File: config.mk
export PLATFORM = sky130hd
export DESIGN_NAME = velocity_divider
export DESIGN_NICKNAME = d
export VERILOG_FILES = /design/src/rtl/velocity_divider.sv
export SDC_FILE = /design/constraint.sdc
export NUM_CORES = 1
export LEC_CHECK = 0
export BUFFER_PORTS_ARGS = -buffer_cell sky130_fd_sc_hd__clkbuf_2
export CORE_ASPECT_RATIO = 0.5
export CORE_MARGIN = 5
export CORE_UTILIZATION = 60
export CTS_BUF_LIST = sky130_fd_sc_hd__clkbuf_8
export DETAILED_ROUTE_END_ITERATION = 10
export PLACE_DENSITY = 0.8
export SLEW_MARGIN = 10
export SYNTH_ARGS = -nofsm -noshare
export SYNTH_HDL_FRONTEND = slang
export SYNTH_SLANG_ARGS = --single-unit
File: constraint.sdc
create_clock -name Clk -period 3.79 [get_ports Clk]
set_input_delay 0.758 -clock Clk [delete_from_list [all_inputs] [get_ports Clk]]
set_output_delay 0.758 -clock Clk [all_outputs]
set_load 0.05 [all_outputs]
File: src/rtl/velocity_divider.sv
// Fixed-point velocity divider: ux = pux/p and uy = puy/p through two lockstep restoring dividers
// that share one state machine. Results are truncated toward zero and saturated.
module velocity_divider #(
  parameter int unsigned DATA_WIDTH = 32,
  parameter int unsigned FRAC_BITS  = 16
) (
  input  logic                  Clk,
  input  logic                  Reset,
  input  logic                  div_start,
  input  logic [DATA_WIDTH-1:0] p,
  input  logic [DATA_WIDTH-1:0] pux,
  input  logic [DATA_WIDTH-1:0] puy,
  output logic [DATA_WIDTH-1:0] ux,
  output logic [DATA_WIDTH-1:0] uy,
  output logic                  div_valid,
  output logic                  busy,
  output logic                  div_by_zero
);

  localparam int unsigned N    = DATA_WIDTH + FRAC_BITS;
  localparam int unsigned CntW = $clog2(N + 1);
  localparam logic [DATA_WIDTH-1:0] MaxPos = {1'b0, {(DATA_WIDTH-1){1'b1}}};
  localparam logic [DATA_WIDTH-1:0] MinNeg = {1'b1, {(DATA_WIDTH-1){1'b0}}};

  typedef enum logic [1:0] {StIdle, StDivide, StFix, StDone} state_e;

  state_e                state_q;
  logic [CntW-1:0]       cnt_q;
  logic [DATA_WIDTH-1:0] dvs_q;
  logic [DATA_WIDTH-1:0] rem_x_q, rem_y_q, rem_x_d, rem_y_d;
  logic [N-1:0]          dq_x_q, dq_y_q, dq_x_d, dq_y_d;
  logic                  neg_x_q, neg_y_q;
  logic [DATA_WIDTH-1:0] ux_q, uy_q, ux_d, uy_d;
  logic                  valid_q, busy_q, dbz_q, dbz_d;

  function automatic logic [DATA_WIDTH-1:0] mag(input logic [DATA_WIDTH-1:0] v);
    return v[DATA_WIDTH-1] ? (~v + 1'b1) : v;
  endfunction

  // One restoring step. The dividend shifts out of dq's MSB while quotient bits enter at the LSB.
  function automatic logic [DATA_WIDTH+N-1:0] div_step(input logic [DATA_WIDTH-1:0] rem,
                                                        input logic [N-1:0]          dq,
                                                        input logic [DATA_WIDTH-1:0] dvs);
    logic [DATA_WIDTH:0]   trial;
    logic [DATA_WIDTH-1:0] diff;
    trial = {rem, dq[N-1]};
    diff  = trial[DATA_WIDTH-1:0] - dvs;
    if (trial >= {1'b0, dvs}) return {diff, dq[N-2:0], 1'b1};
    return {trial[DATA_WIDTH-1:0], dq[N-2:0], 1'b0};
  endfunction

  function automatic logic [DATA_WIDTH-1:0] apply_sign(input logic [N-1:0] q, input logic neg);
    if (!neg) return (|q[N-1:DATA_WIDTH-1]) ? MaxPos : q[DATA_WIDTH-1:0];
    if ((|q[N-1:DATA_WIDTH]) || (q[DATA_WIDTH-1] && (|q[DATA_WIDTH-2:0]))) return MinNeg;
    return ~q[DATA_WIDTH-1:0] + 1'b1;
  endfunction

  always_comb begin
    {rem_x_d, dq_x_d} = div_step(rem_x_q, dq_x_q, dvs_q);
    {rem_y_d, dq_y_d} = div_step(rem_y_q, dq_y_q, dvs_q);
    dbz_d = (dvs_q == '0);
    ux_d  = dbz_d ? '0 : apply_sign(dq_x_q, neg_x_q);
    uy_d  = dbz_d ? '0 : apply_sign(dq_y_q, neg_y_q);
  end

  always_ff @(posedge Clk) begin
    if (Reset) begin
      state_q <= StIdle;
      cnt_q   <= '0;
      dvs_q   <= '0;
      rem_x_q <= '0;
      rem_y_q <= '0;
      dq_x_q  <= '0;
      dq_y_q  <= '0;
      neg_x_q <= 1'b0;
      neg_y_q <= 1'b0;
      ux_q    <= '0;
      uy_q    <= '0;
      valid_q <= 1'b0;
      busy_q  <= 1'b0;
      dbz_q   <= 1'b0;
    end else begin
      case (state_q)
        StIdle, StDone: begin
          if (div_start) begin
            dvs_q   <= p;
            dq_x_q  <= {pux, {FRAC_BITS{1'b0}}};
            dq_y_q  <= {puy, {FRAC_BITS{1'b0}}};
            rem_x_q <= '0;
            rem_y_q <= '0;
            neg_x_q <= pux[DATA_WIDTH-1] ^ p[DATA_WIDTH-1];
            neg_y_q <= puy[DATA_WIDTH-1] ^ p[DATA_WIDTH-1];
            cnt_q   <= '0;
            busy_q  <= 1'b1;
            valid_q <= 1'b0;
            state_q <= StDivide;
          end
        end
        StDivide: begin
          cnt_q <= cnt_q + 1'b1;
          // First cycle converts the raw captured operands to magnitudes, keeping the negation
          // off the input path; iterations then run on counts 1..N.
          if (cnt_q == '0) begin
            dvs_q  <= mag(dvs_q);
            dq_x_q <= {mag(dq_x_q[N-1:FRAC_BITS]), {FRAC_BITS{1'b0}}};
            dq_y_q <= {mag(dq_y_q[N-1:FRAC_BITS]), {FRAC_BITS{1'b0}}};
          end else begin
            rem_x_q <= rem_x_d;
            rem_y_q <= rem_y_d;
            dq_x_q  <= dq_x_d;
            dq_y_q  <= dq_y_d;
            if (cnt_q == CntW'(N)) state_q <= StFix;
          end
        end
        StFix: begin
          ux_q    <= ux_d;
          uy_q    <= uy_d;
          dbz_q   <= dbz_d;
          busy_q  <= 1'b0;
          valid_q <= 1'b1;
          state_q <= StDone;
        end
        default: state_q <= StIdle;
      endcase
    end
  end

  assign ux          = ux_q;
  assign uy          = uy_q;
  assign div_valid   = valid_q;
  assign busy        = busy_q;
  assign div_by_zero = dbz_q;

endmodule
; Word level (Yosys, flattened, before mapping)
; Cells that the tools add are included.
[op_classes]
addsub = 8
order_cmp = 2
eq_ne = 11
muxes = 49
bitwise = 7
n_reduce_logical = 25
[op_table]
columns = op, count
row1 = 32-bit 2-to-1 mux, 20
row2 = 80-bit 2-to-1 mux, 4
row3 = 48-bit 2-to-1 mux, 4
row4 = 32-bit one-hot mux with 2 select lines, 3
row5 = 48-bit one-hot mux with 2 select lines, 2
row6 = "32-bit by 1-bit adder with 32-bit output, second input constant", 5
row7 = 32-bit inverter, 5
row8 = 33-bit by 32-bit >= comparator with 1-bit output, 2
row9 = 32-bit subtractor, 2
row10 = 31-bit OR reduction, 2
row11 = 17-bit OR reduction, 2
row12 = 32-bit logical NOT, 1
row13 = 16-bit OR reduction, 2
row14 = 3-bit AND reduction, 5
row15 = 6-bit one-hot mux with 2 select lines, 1
row16 = "2-bit != test, second input constant", 5
row17 = 1-bit 2-to-1 mux, 8
row18 = "6-bit by 1-bit adder with 6-bit output, second input constant", 1
row19 = "6-bit equality test, second input constant", 1
row20 = 6-bit logical NOT, 1
row21 = 2-bit 2-to-1 mux, 3
row22 = 6-bit 2-to-1 mux, 1
row23 = "3-bit != test, second input constant", 2
row24 = 2-bit one-hot mux with 3 select lines, 1
row25 = other kinds (11), 19
[word_totals]
regBits = 269
in_bits = 99
out_inout_bits = 67
word_cells = 119

; Longest topological paths before layout
; Gate-level depths: netlist of run 1.
[logic_depth]
depth_word = 8
mapped_depth = 14
depth_no_buf = 12

; Worst setup path before layout of run 1
; No wires, ideal clock.
[synth_timing]
path_kind = register to register
startpoint = reg dq_x_q[16]
endpoint = reg ux_q[14] (netlist: ux[14])
setup_time_ps = 70
t_arrival_ps = 3032
t_required_ps = 3720
path_slack_ps = 688
path_stages_with_launch = 14
n_path_buf = 2
period_less_slack_ps = 3102
path_cell_list = dfxtp_1 clkbuf_1 inv_1 ha_1 or3b_2 or4_1 or3_1 nor2_1 a21boi_1 o21a_1 nor2_2 buf_2 o311ai_0 a21oi_1
[synth_between]
elab_chain_len = 8
elab_cells_between_ends = 9
cone_classes = mux: 6 / reduce/logical: 3
[synth_rtl]
columns = item, line_no
row1 = start: declaration, 31  ; logic [N-1:0] dq_x_q, dq_y_q, dq_x_d, dq_y_d;
row2 = start signal: assignment, 87  ; dq_x_q <= {pux, {FRAC_BITS{1'b0}}};
row3 = start signal: assignment, 105  ; dq_x_q <= {mag(dq_x_q[N-1:FRAC_BITS]), {FRAC_BITS{1'b0}}};
row4 = start signal: assignment, 110  ; dq_x_q <= dq_x_d;
row5 = 31-bit OR reduction *, 54  ; if ((|q[N-1:DATA_WIDTH]) || (q[DATA_WIDTH-1] && (|q[DATA_WIDTH-2:0]))) return MinNeg;
row6 = 1-bit logical AND *, 54
row7 = 1-bit logical OR *, 54
row8 = 1-bit 2-to-1 mux (2 in series), 54
row9 = 32-bit 2-to-1 mux *, 55  ; return ~q[DATA_WIDTH-1:0] + 1'b1;
row10 = 32-bit 2-to-1 mux *, 54
row11 = 32-bit 2-to-1 mux *, 62  ; ux_d = dbz_d ? '0 : apply_sign(dq_x_q, neg_x_q);
row12 = end signal: assignment, 116  ; ux_q <= ux_d;
row13 = end: declaration, 33  ; logic [DATA_WIDTH-1:0] ux_q, uy_q, ux_d, uy_d;
; Every way passes the cells marked *; elsewhere a longest branch is shown, timed or not. The select of a mux whose other input is x is not followed.
; A chain may end at the register's enable or synchronous reset.

; Worst setup path after layout of run 1
[layout_timing]
startpoint = reg dvs_q[18]
endpoint = reg uy_q[22] (netlist: uy[22])
[layout_between]
elab_chain_len = 2
[layout_rtl]
columns = item, line_no
row1 = start: declaration, 29  ; logic [DATA_WIDTH-1:0] dvs_q;
row2 = start signal: assignment, 86  ; dvs_q <= p;
row3 = start signal: assignment, 104  ; dvs_q <= mag(dvs_q);
row4 = 32-bit logical NOT, 61  ; dbz_d = (dvs_q == '0);
row5 = 32-bit 2-to-1 mux, 63  ; uy_d = dbz_d ? '0 : apply_sign(dq_y_q, neg_y_q);
row6 = end signal: assignment, 117  ; uy_q <= uy_d;
row7 = end: declaration, 33
; Every way passes these cells.

==> results of run 1 <==
[registers in the layout, indices dropped and copies added, names as in the netlist]
name,flops
ux,32
div_by_zero,1
div_valid,1
cnt_q,6
neg_x_q,1
uy,32
rem_x_q,32
neg_y_q,1
dq_x_q,48
dvs_q,32
state_q,2
rem_y_q,32
busy,1
dq_y_q,48
[worst max path at each step]
stage                                        from                  end  slack, ns
final                      dvs_q[18]$_SDFFE_PP0P_  uy[22]$_SDFFE_PP0P_       0.17
after CTS                 dq_x_q[17]$_SDFFE_PP0P_  ux[18]$_SDFFE_PP0P_       0.16
after detailed placement  dq_x_q[17]$_SDFFE_PP0P_  ux[12]$_SDFFE_PP0P_      -0.21
after global routing       dvs_q[18]$_SDFFE_PP0P_  uy[28]$_SDFFE_PP0P_       0.01
after floorplan           dq_x_q[16]$_SDFFE_PP0P_  ux[14]$_SDFFE_PP0P_       0.69
after global placement    dq_x_q[17]$_SDFFE_PP0P_  ux[24]$_SDFFE_PP0P_      -0.13
[placed cells by master, fill, tap and decap left out, types with 7 or more instances in the layout]
cell / instances
sky130_fd_sc_hd__and3_1: 36
sky130_fd_sc_hd__nor4_1: 19
sky130_fd_sc_hd__o21ai_0: 175
sky130_fd_sc_hd__a31oi_1: 27
sky130_fd_sc_hd__clkbuf_8: 53
sky130_fd_sc_hd__clkbuf_2: 164
sky130_fd_sc_hd__nor3_1: 87
sky130_fd_sc_hd__inv_1: 89
sky130_fd_sc_hd__buf_4: 53
sky130_fd_sc_hd__a221oi_1: 16
sky130_fd_sc_hd__o2bb2ai_1: 9
sky130_fd_sc_hd__nand2_1: 256
sky130_fd_sc_hd__xnor2_1: 56
sky130_fd_sc_hd__or2_2: 12
sky130_fd_sc_hd__or4_1: 22
sky130_fd_sc_hd__a21o_1: 29
sky130_fd_sc_hd__ha_1: 72
sky130_fd_sc_hd__a311oi_1: 10
sky130_fd_sc_hd__nand4_1: 21
sky130_fd_sc_hd__a22o_1: 7
sky130_fd_sc_hd__o311ai_0: 44
sky130_fd_sc_hd__dfxtp_1: 267
sky130_fd_sc_hd__nor2b_1: 16
sky130_fd_sc_hd__nand2b_1: 71
sky130_fd_sc_hd__o211ai_1: 34
sky130_fd_sc_hd__o21a_1: 9
sky130_fd_sc_hd__o31ai_1: 20
sky130_fd_sc_hd__xor2_1: 42
sky130_fd_sc_hd__or3_1: 26
sky130_fd_sc_hd__a21oi_1: 241
sky130_fd_sc_hd__nand3_1: 63
sky130_fd_sc_hd__a32oi_1: 16
sky130_fd_sc_hd__o21bai_1: 9
sky130_fd_sc_hd__a211oi_1: 33
sky130_fd_sc_hd__mux2i_1: 28
sky130_fd_sc_hd__nor2_1: 256
sky130_fd_sc_hd__a22oi_1: 62
sky130_fd_sc_hd__and2_1: 8
[logic make-up after synthesis]
logic type                 after synthesis  share of synthesized area, %
muxes                                   29                          1.60
AOI/OAI and AO/OA                      811                          28.8
and+or+nand+nor                        930                          24.4
buffers and inverters                  263                          5.63
adders and majority gates               76                          5.30
DFF                                    269                          29.6
xor gates and xnor gates                98                          4.71
[per-layer routing]
layer | global-route usage (%) | part of all wire, % | vias to the layer above
met2 | 50.2 | 45 | 876
met5 | 0 | 0 | -
met4 | 11.8 | 3.9 | 0
met3 | 4.92 | 8.0 | 176
li1 | - | - | 9203
met1 | 41.6 | 43 | 9105
[worst max-delay path: cells and delay by family, from the launching register on]
kind	cells	cell delay [ns]
flip-flops	1	0.36
AO/OA/AOI/OAI	3	0.56
AND/OR/NAND/NOR	6	2.56
[layout make-up]
cell class | count | area, sq um
Sequential cell | 269 | 5390
Fill cell | 2639 | 9920
Tap cell | 399 | 499
Antenna cell | 3 | 7.51
Timing Repair Buffer | 220 | 1270
Inverter | 78 | 293
Clock buffer | 53 | 729
Multi-Input combinational cell | 1946 | 11900
Clock inverter | 14 | 83.8
[what timing repair did]
action | CTS | global route
endpoints found under the setup margin | 30 | 29
pin swaps | 0 | 2
hold buffers | 0 | 0
gates cloned | 0 | 2
gates resized for setup | 1 | 2
[where the power goes]
group | switching, W | internal (W)
Clock | 0.00122 | 0.00131
Sequential | 0.000804 | 0.00347
Combinational | 0.00699 | 0.00364
Total | 0.00901 | 0.00842
[per-stage QoR]
| step | setup slack [ns] | power, W | setup TNS (ns) |
|---|---|---|---|
| floorplan | 0.688 | 0.0119 | 0 |
| global placement | -0.125 | 0.0144 | -3.05 |
| detailed placement | -0.215 | 0.0146 | -5.39 |
| CTS | 0.165 | 0.0171 | 0 |
| global route | 0.0121 | 0.0186 | 0 |
| finish | 0.169 | 0.0174 | 0 |
==> impl_metrics.env, run 1 <==
export IMPL_synthTopCellsByArea="sky130_fd_sc_hd__dfxtp_1, sky130_fd_sc_hd__a21oi_1, sky130_fd_sc_hd__nor2_1"
export IMPL_worst_r2r_setup_slack_ns=0.17
export IMPL_io_buffer_count=165
export IMPL_cp_slowest_cell="sky130_fd_sc_hd__or4_1"
export IMPL_critical_path_reg2reg_endpoint="uy[22]$_SDFFE_PP0P_"
export IMPL_power_static_leakage_nw=8.01
export IMPL_maxSlewHeadroom_pct=25.8
export IMPL_synth_ff_latch_count=269
export IMPL_grt_setup_unrepaired="no"
export IMPL_criticalPathCategory="flip-flop to flip-flop"
export IMPL_core_rows=45
export IMPL_grt_total_usage_pct=30.8
export IMPL_drc=0
export IMPL_syn_num_nets=2651
export IMPL_grt_ovfl_total=0
export IMPL_postLayoutCoreUtil_pct=67.1
export IMPL_endpoint_kind="flip-flop"
export IMPL_gp_congestion=0.948
export IMPL_synth_area_sq_um=18200
export IMPL_timing_reg2reg_worst_path_depth=9
export IMPL_final_setup_viols=0
export IMPL_cts_htree_levels=2
export IMPL_post_synth_top_count_cell="sky130_fd_sc_hd__dfxtp_1"
export IMPL_area_growth_synth_to_final_pct=10.9
export IMPL_cts_made_buffers=41
export IMPL_antenna_violations_before_repair=1
export IMPL_design_portCount=166
export IMPL_timing_hold_worst_class="primary input to flip-flop"
export IMPL_start_util_pct=60.5
export IMPL_drive_above_1_share_pct=12.7
export IMPL_hp_start="p[0]"
export IMPL_final_cell_area_sq_um=20200
export IMPL_postRouteWirelength_mm=56.5
export IMPL_synth_warning_count=0
export IMPL_critical_path_arrival_ns=4.08
export IMPL_critical_path_max_stage_delay_ns=0.61
export IMPL_final_net_count=2731
export IMPL_run_status="finished clean"
export IMPL_grt_max_degree=127
export IMPL_worstSetupStartpointType="flip-flop"
export IMPL_max_clock_freq_mhz=276
export IMPL_final_period_minus_worst_setup_slack_ns=3.62
export IMPL_synth_lib_cells_used_distinct=82
export IMPL_first_global_vias=17400
export IMPL_p_per_area_nw_per_um2=863
export IMPL_cell_by_cell_trace_of_the_critical_path="or4_1 > or3_1 > or3_1 > nand4b_1 > nor3_1 > nand2b_1 > a21oi_2 > o211ai_1 > a21oi_1"
export IMPL_regToRegStartpoint="dvs_q[18]$_SDFFE_PP0P_"
export IMPL_synthCells=2476
export IMPL_cap_viol_max_count=0
export IMPL_cell_seen_most_often_among_critical_path_stages="sky130_fd_sc_hd__or3_1"
export IMPL_design_die_area_sq_um=34200
export IMPL_postCtsSetupBuffers=0
export IMPL_vias=19400
export IMPL_worst_clock_skew_ns=0.0305
export IMPL_cts_max_path_buffers=3
export IMPL_worst_hold_slack_ns=0.409
export IMPL_cts_tree="done"
export IMPL_cts_root_buf="sky130_fd_sc_hd__clkbuf_8"
export IMPL_crit_fanout=13
export IMPL_post_drt_via_cell_ratio=6.49
export IMPL_synth_flop_cell="sky130_fd_sc_hd__dfxtp_1"
export IMPL_chipWidth_um=256
export IMPL_dp_hpwl_mm=39.0
export IMPL_floorplan_core_area_sq_um=30100
export IMPL_ir_worst_vdd_v=0.000373
export IMPL_drt_iter0_drc=2074
export IMPL_insertion_delay_ns=0.60
export IMPL_number_of_enable_type_register_cells_in_the_synthesized_netlist=0
export IMPL_routedWlPerCell_um=19.0
export IMPL_layout_worst_path_cycle_share_pct=95.5
export IMPL_netlist_top_cells_count="sky130_fd_sc_hd__dfxtp_1, sky130_fd_sc_hd__nor2_1, sky130_fd_sc_hd__nand2_1"
export IMPL_worstPathRequired_ns=4.25
export IMPL_ys_seq_area_share_pct=29.6
export IMPL_die_h_um=133
export IMPL_synth_top_cell_by_area="sky130_fd_sc_hd__dfxtp_1"
export IMPL_clkTransAtPathRegs_ns=0.07
export IMPL_min_path_cells=3
export IMPL_detail_route_antenna_nets=0
export IMPL_detailed_place_area_sq_um=19300
export IMPL_detail_route_first_pass_iterations=6
export IMPL_grt_first_pass_wirelength_mm=89.5
export IMPL_report_final_hold_viol_count=0
export IMPL_post_place_cells=2910
export IMPL_syn_avg_cell_area_sq_um=7.36
export IMPL_clkSinkCount=269
export IMPL_postSynth_asyncResetShare_pct=0
export IMPL_slew_violations=0
export IMPL_yosys_area_top_type_share_pct=29.6
export IMPL_worstHoldEndpoint="dvs_q[0]$_SDFFE_PP0P_"
export IMPL_tightestPinTransition_ns=1.11
export IMPL_stdcell_count=2982
Note: power is estimated with default switching activity, not from simulation.
==> inputs of run 2 (changes only) <==
--- a/config.mk
+++ b/config.mk
@@ -8,10 +8,11 @@
 export BUFFER_PORTS_ARGS = -buffer_cell sky130_fd_sc_hd__clkbuf_2
 export CORE_ASPECT_RATIO = 0.5
 export CORE_MARGIN = 5
-export CORE_UTILIZATION = 60
+export CORE_UTILIZATION = 63
 export CTS_BUF_LIST = sky130_fd_sc_hd__clkbuf_8
 export DETAILED_ROUTE_END_ITERATION = 10
-export PLACE_DENSITY = 0.8
+export PLACE_DENSITY = 0.84
+export SKIP_LAST_GASP = 1
 export SLEW_MARGIN = 10
 export SYNTH_ARGS = -nofsm -noshare
 export SYNTH_HDL_FRONTEND = slang
==> run 2 against run 1 <==
  * Design area barely moved
  * Die area is 4.5% lower
  * Clock skew grew 0.0084 ns
  * Sequential power about the same
  * Via count is 0.28% higher
  * Worst setup slack worse by 0.056 ns
  * Clock power about the same
  * Clock-buffer cell count unchanged
==> impl_metrics.env, run 2 (synthesis gave the netlist of run 1 again) <==
export IMPL_design_portCount=166
export IMPL_grt_total_usage_pct=32.3
export IMPL_final_cell_area_sq_um=20200
export IMPL_io_buffer_count=165
export IMPL_cts_root_buf="sky130_fd_sc_hd__clkbuf_8"
export IMPL_final_setup_viols=0
export IMPL_vias=19400
export IMPL_final_period_minus_worst_setup_slack_ns=3.68
export IMPL_critical_path_max_stage_delay_ns=0.61
export IMPL_drt_iter0_drc=2172
export IMPL_met2WireLength_mm=25.0
export IMPL_mostFrequentLayoutCell="sky130_fd_sc_hd__dfxtp_1"
export IMPL_detail_route_antenna_nets=0
export IMPL_ir_worst_vdd_v=0.000682
export IMPL_detailed_place_area_sq_um=19400
export IMPL_grt_first_pass_wirelength_mm=88.4
export IMPL_worstPathRequired_ns=4.24
export IMPL_clkTransAtPathRegs_ns=0.07
export IMPL_grt_max_degree=76
export IMPL_floorplan_core_area_sq_um=28700
export IMPL_postRouteWirelength_mm=56.0
export IMPL_cts_max_path_buffers=3
export IMPL_dp_hpwl_mm=38.7
export IMPL_worst_r2r_setup_slack_ns=0.11
export IMPL_cell_by_cell_trace_of_the_critical_path="or4_1 > or3_1 > or3_1 > nand4b_1 > nor3_1 > nand2b_1 > a21oi_4 > o311ai_0 > a21oi_1"
export IMPL_antennaDiodeCount=0
export IMPL_start_util_pct=63.4
export IMPL_hp_start="p[7]"
export IMPL_regToRegStartpoint="dvs_q[18]$_SDFFE_PP0P_"
export IMPL_p_per_area_nw_per_um2=865
export IMPL_first_global_vias=17300
export IMPL_critical_path_arrival_ns=4.13
export IMPL_drc=0
export IMPL_cp_slowest_cell="sky130_fd_sc_hd__or4_1"
export IMPL_min_path_cells=3
export IMPL_layout_worst_path_cycle_share_pct=97.0
export IMPL_chipWidth_um=251
export IMPL_power_static_leakage_nw=8.02
export IMPL_fin_tns_setup_ns=0
export IMPL_top_layer="met4"
export IMPL_registers_with_the_most_flip_flops="dq_x_q (48), dq_y_q (48)"
export IMPL_worst_clock_skew_ns=0.0389
export IMPL_grt_ovfl_total=0
export IMPL_cts_tree="done"
export IMPL_area_growth_synth_to_final_pct=10.8
export IMPL_clkSinkCount=269
export IMPL_final_net_count=2737
export IMPL_grt_setup_unrepaired="yes"
export IMPL_timing_hold_worst_class="primary input to flip-flop"
export IMPL_worst_hold_slack_ns=0.407
export IMPL_die_h_um=130
export IMPL_cell_seen_most_often_among_critical_path_stages="sky130_fd_sc_hd__or3_1"
export IMPL_routedWlPerCell_um=18.8
export IMPL_insertion_delay_ns=0.60
export IMPL_worstHoldEndpoint="dvs_q[7]$_SDFFE_PP0P_"
export IMPL_crit_fanout=27
export IMPL_core_rows=44
export IMPL_max_clock_freq_mhz=272
export IMPL_design_die_area_sq_um=32600
export IMPL_detail_route_first_pass_iterations=6
export IMPL_met3_wirelength_mm=5.13
export IMPL_wirelength_met1_mm=23.3
export IMPL_tightestPinTransition_ns=1.02
export IMPL_post_drt_via_cell_ratio=6.52
export IMPL_slew_violations=0
export IMPL_maxSlewHeadroom_pct=32.2
export IMPL_cap_viol_max_count=0
export IMPL_timing_reg2reg_worst_path_depth=9
export IMPL_endpoint_kind="flip-flop"
export IMPL_critical_path_reg2reg_endpoint="uy[1]$_SDFFE_PP0P_"
export IMPL_gp_congestion=0.975
export IMPL_antenna_violations_before_repair=0
export IMPL_layout_common_cells="sky130_fd_sc_hd__dfxtp_1, sky130_fd_sc_hd__nor2_1, sky130_fd_sc_hd__nand2_1"
export IMPL_drive_above_1_share_pct=12.8
export IMPL_run_status="finished clean"
export IMPL_cts_made_buffers=41
export IMPL_cts_htree_levels=2
export IMPL_post_cts_hold_buffer_count=0
export IMPL_postCtsSetupBuffers=0
export IMPL_worstSetupStartpointType="flip-flop"
export IMPL_report_final_hold_viol_count=0
export IMPL_criticalPathCategory="flip-flop to flip-flop"
run 2: area by class of cell:
class / count / area [sq um]
Clock buffer: 53 / 729
Inverter: 78 / 293
Timing Repair Buffer: 227 / 1310
Multi-Input combinational cell: 1945 / 11900
Sequential cell: 269 / 5390
Tap cell: 391 / 489
Fill cell: 2404 / 8550
Clock inverter: 13 / 80.1
run 2: power breakdown:
part           leakage, nW  switching (W)  internal (W)
clock                0.453        0.00120       0.00131
sequential            2.19       0.000809       0.00347
combinational         5.38        0.00699       0.00369
run 2: through the flow:
step	total power [W]	util (%)	std cells	worst slack, ns
2_1_floorplan	0.0119	-	2476	0.688
3_3_place_gp	0.0144	67.4	2909	0.0726
3_5_place_dp	0.0146	67.4	2909	-0.0723
4_1_cts	0.0172	70.2	2975	0.190
5_1_grt	0.0186	70.2	2976	-0.0217
6_report	0.0175	70.2	2976	0.113
run 2: timing repair:
action                                  4_1_cts  5_1_grt
pin swaps                                     0        1
resized for setup                             1        0
cloned                                        0        1
endpoints found under the setup margin       26       13
run 2: routing by layer:
metal,global-route usage [%],vias to the layer above
met3,5.70,181
li1,-,9214
met2,52.5,960
met5,0,-
met1,42.8,9060
met4,14.6,0
run 2: worst max-delay path, delay by kind of cell, from the launching register on:
family           cells  cell delay [ns]
AND/OR/NAND/NOR      6             2.62
flip-flops           1             0.35
AO/OA/AOI/OAI        3             0.55
run 2: how the worst max path moves through the flow:
| stage | from | end | slack [ns] | depth (start not counted) |
|---|---|---|---|---|
| floorplan | dq_x_q[16]$_SDFFE_PP0P_ | ux[14]$_SDFFE_PP0P_ | 0.69 | 13 |
| global placement | dq_x_q[17]$_SDFFE_PP0P_ | ux[5]$_SDFFE_PP0P_ | 0.07 | 11 |
| global route | dvs_q[18]$_SDFFE_PP0P_ | uy[1]$_SDFFE_PP0P_ | -0.02 | 9 |
| detailed placement | dq_x_q[17]$_SDFFE_PP0P_ | ux[27]$_SDFFE_PP0P_ | -0.07 | 11 |
| finish | dvs_q[18]$_SDFFE_PP0P_ | uy[1]$_SDFFE_PP0P_ | 0.11 | 9 |
| CTS | dq_x_q[17]$_SDFFE_PP0P_ | ux[26]$_SDFFE_PP0P_ | 0.19 | 11 |
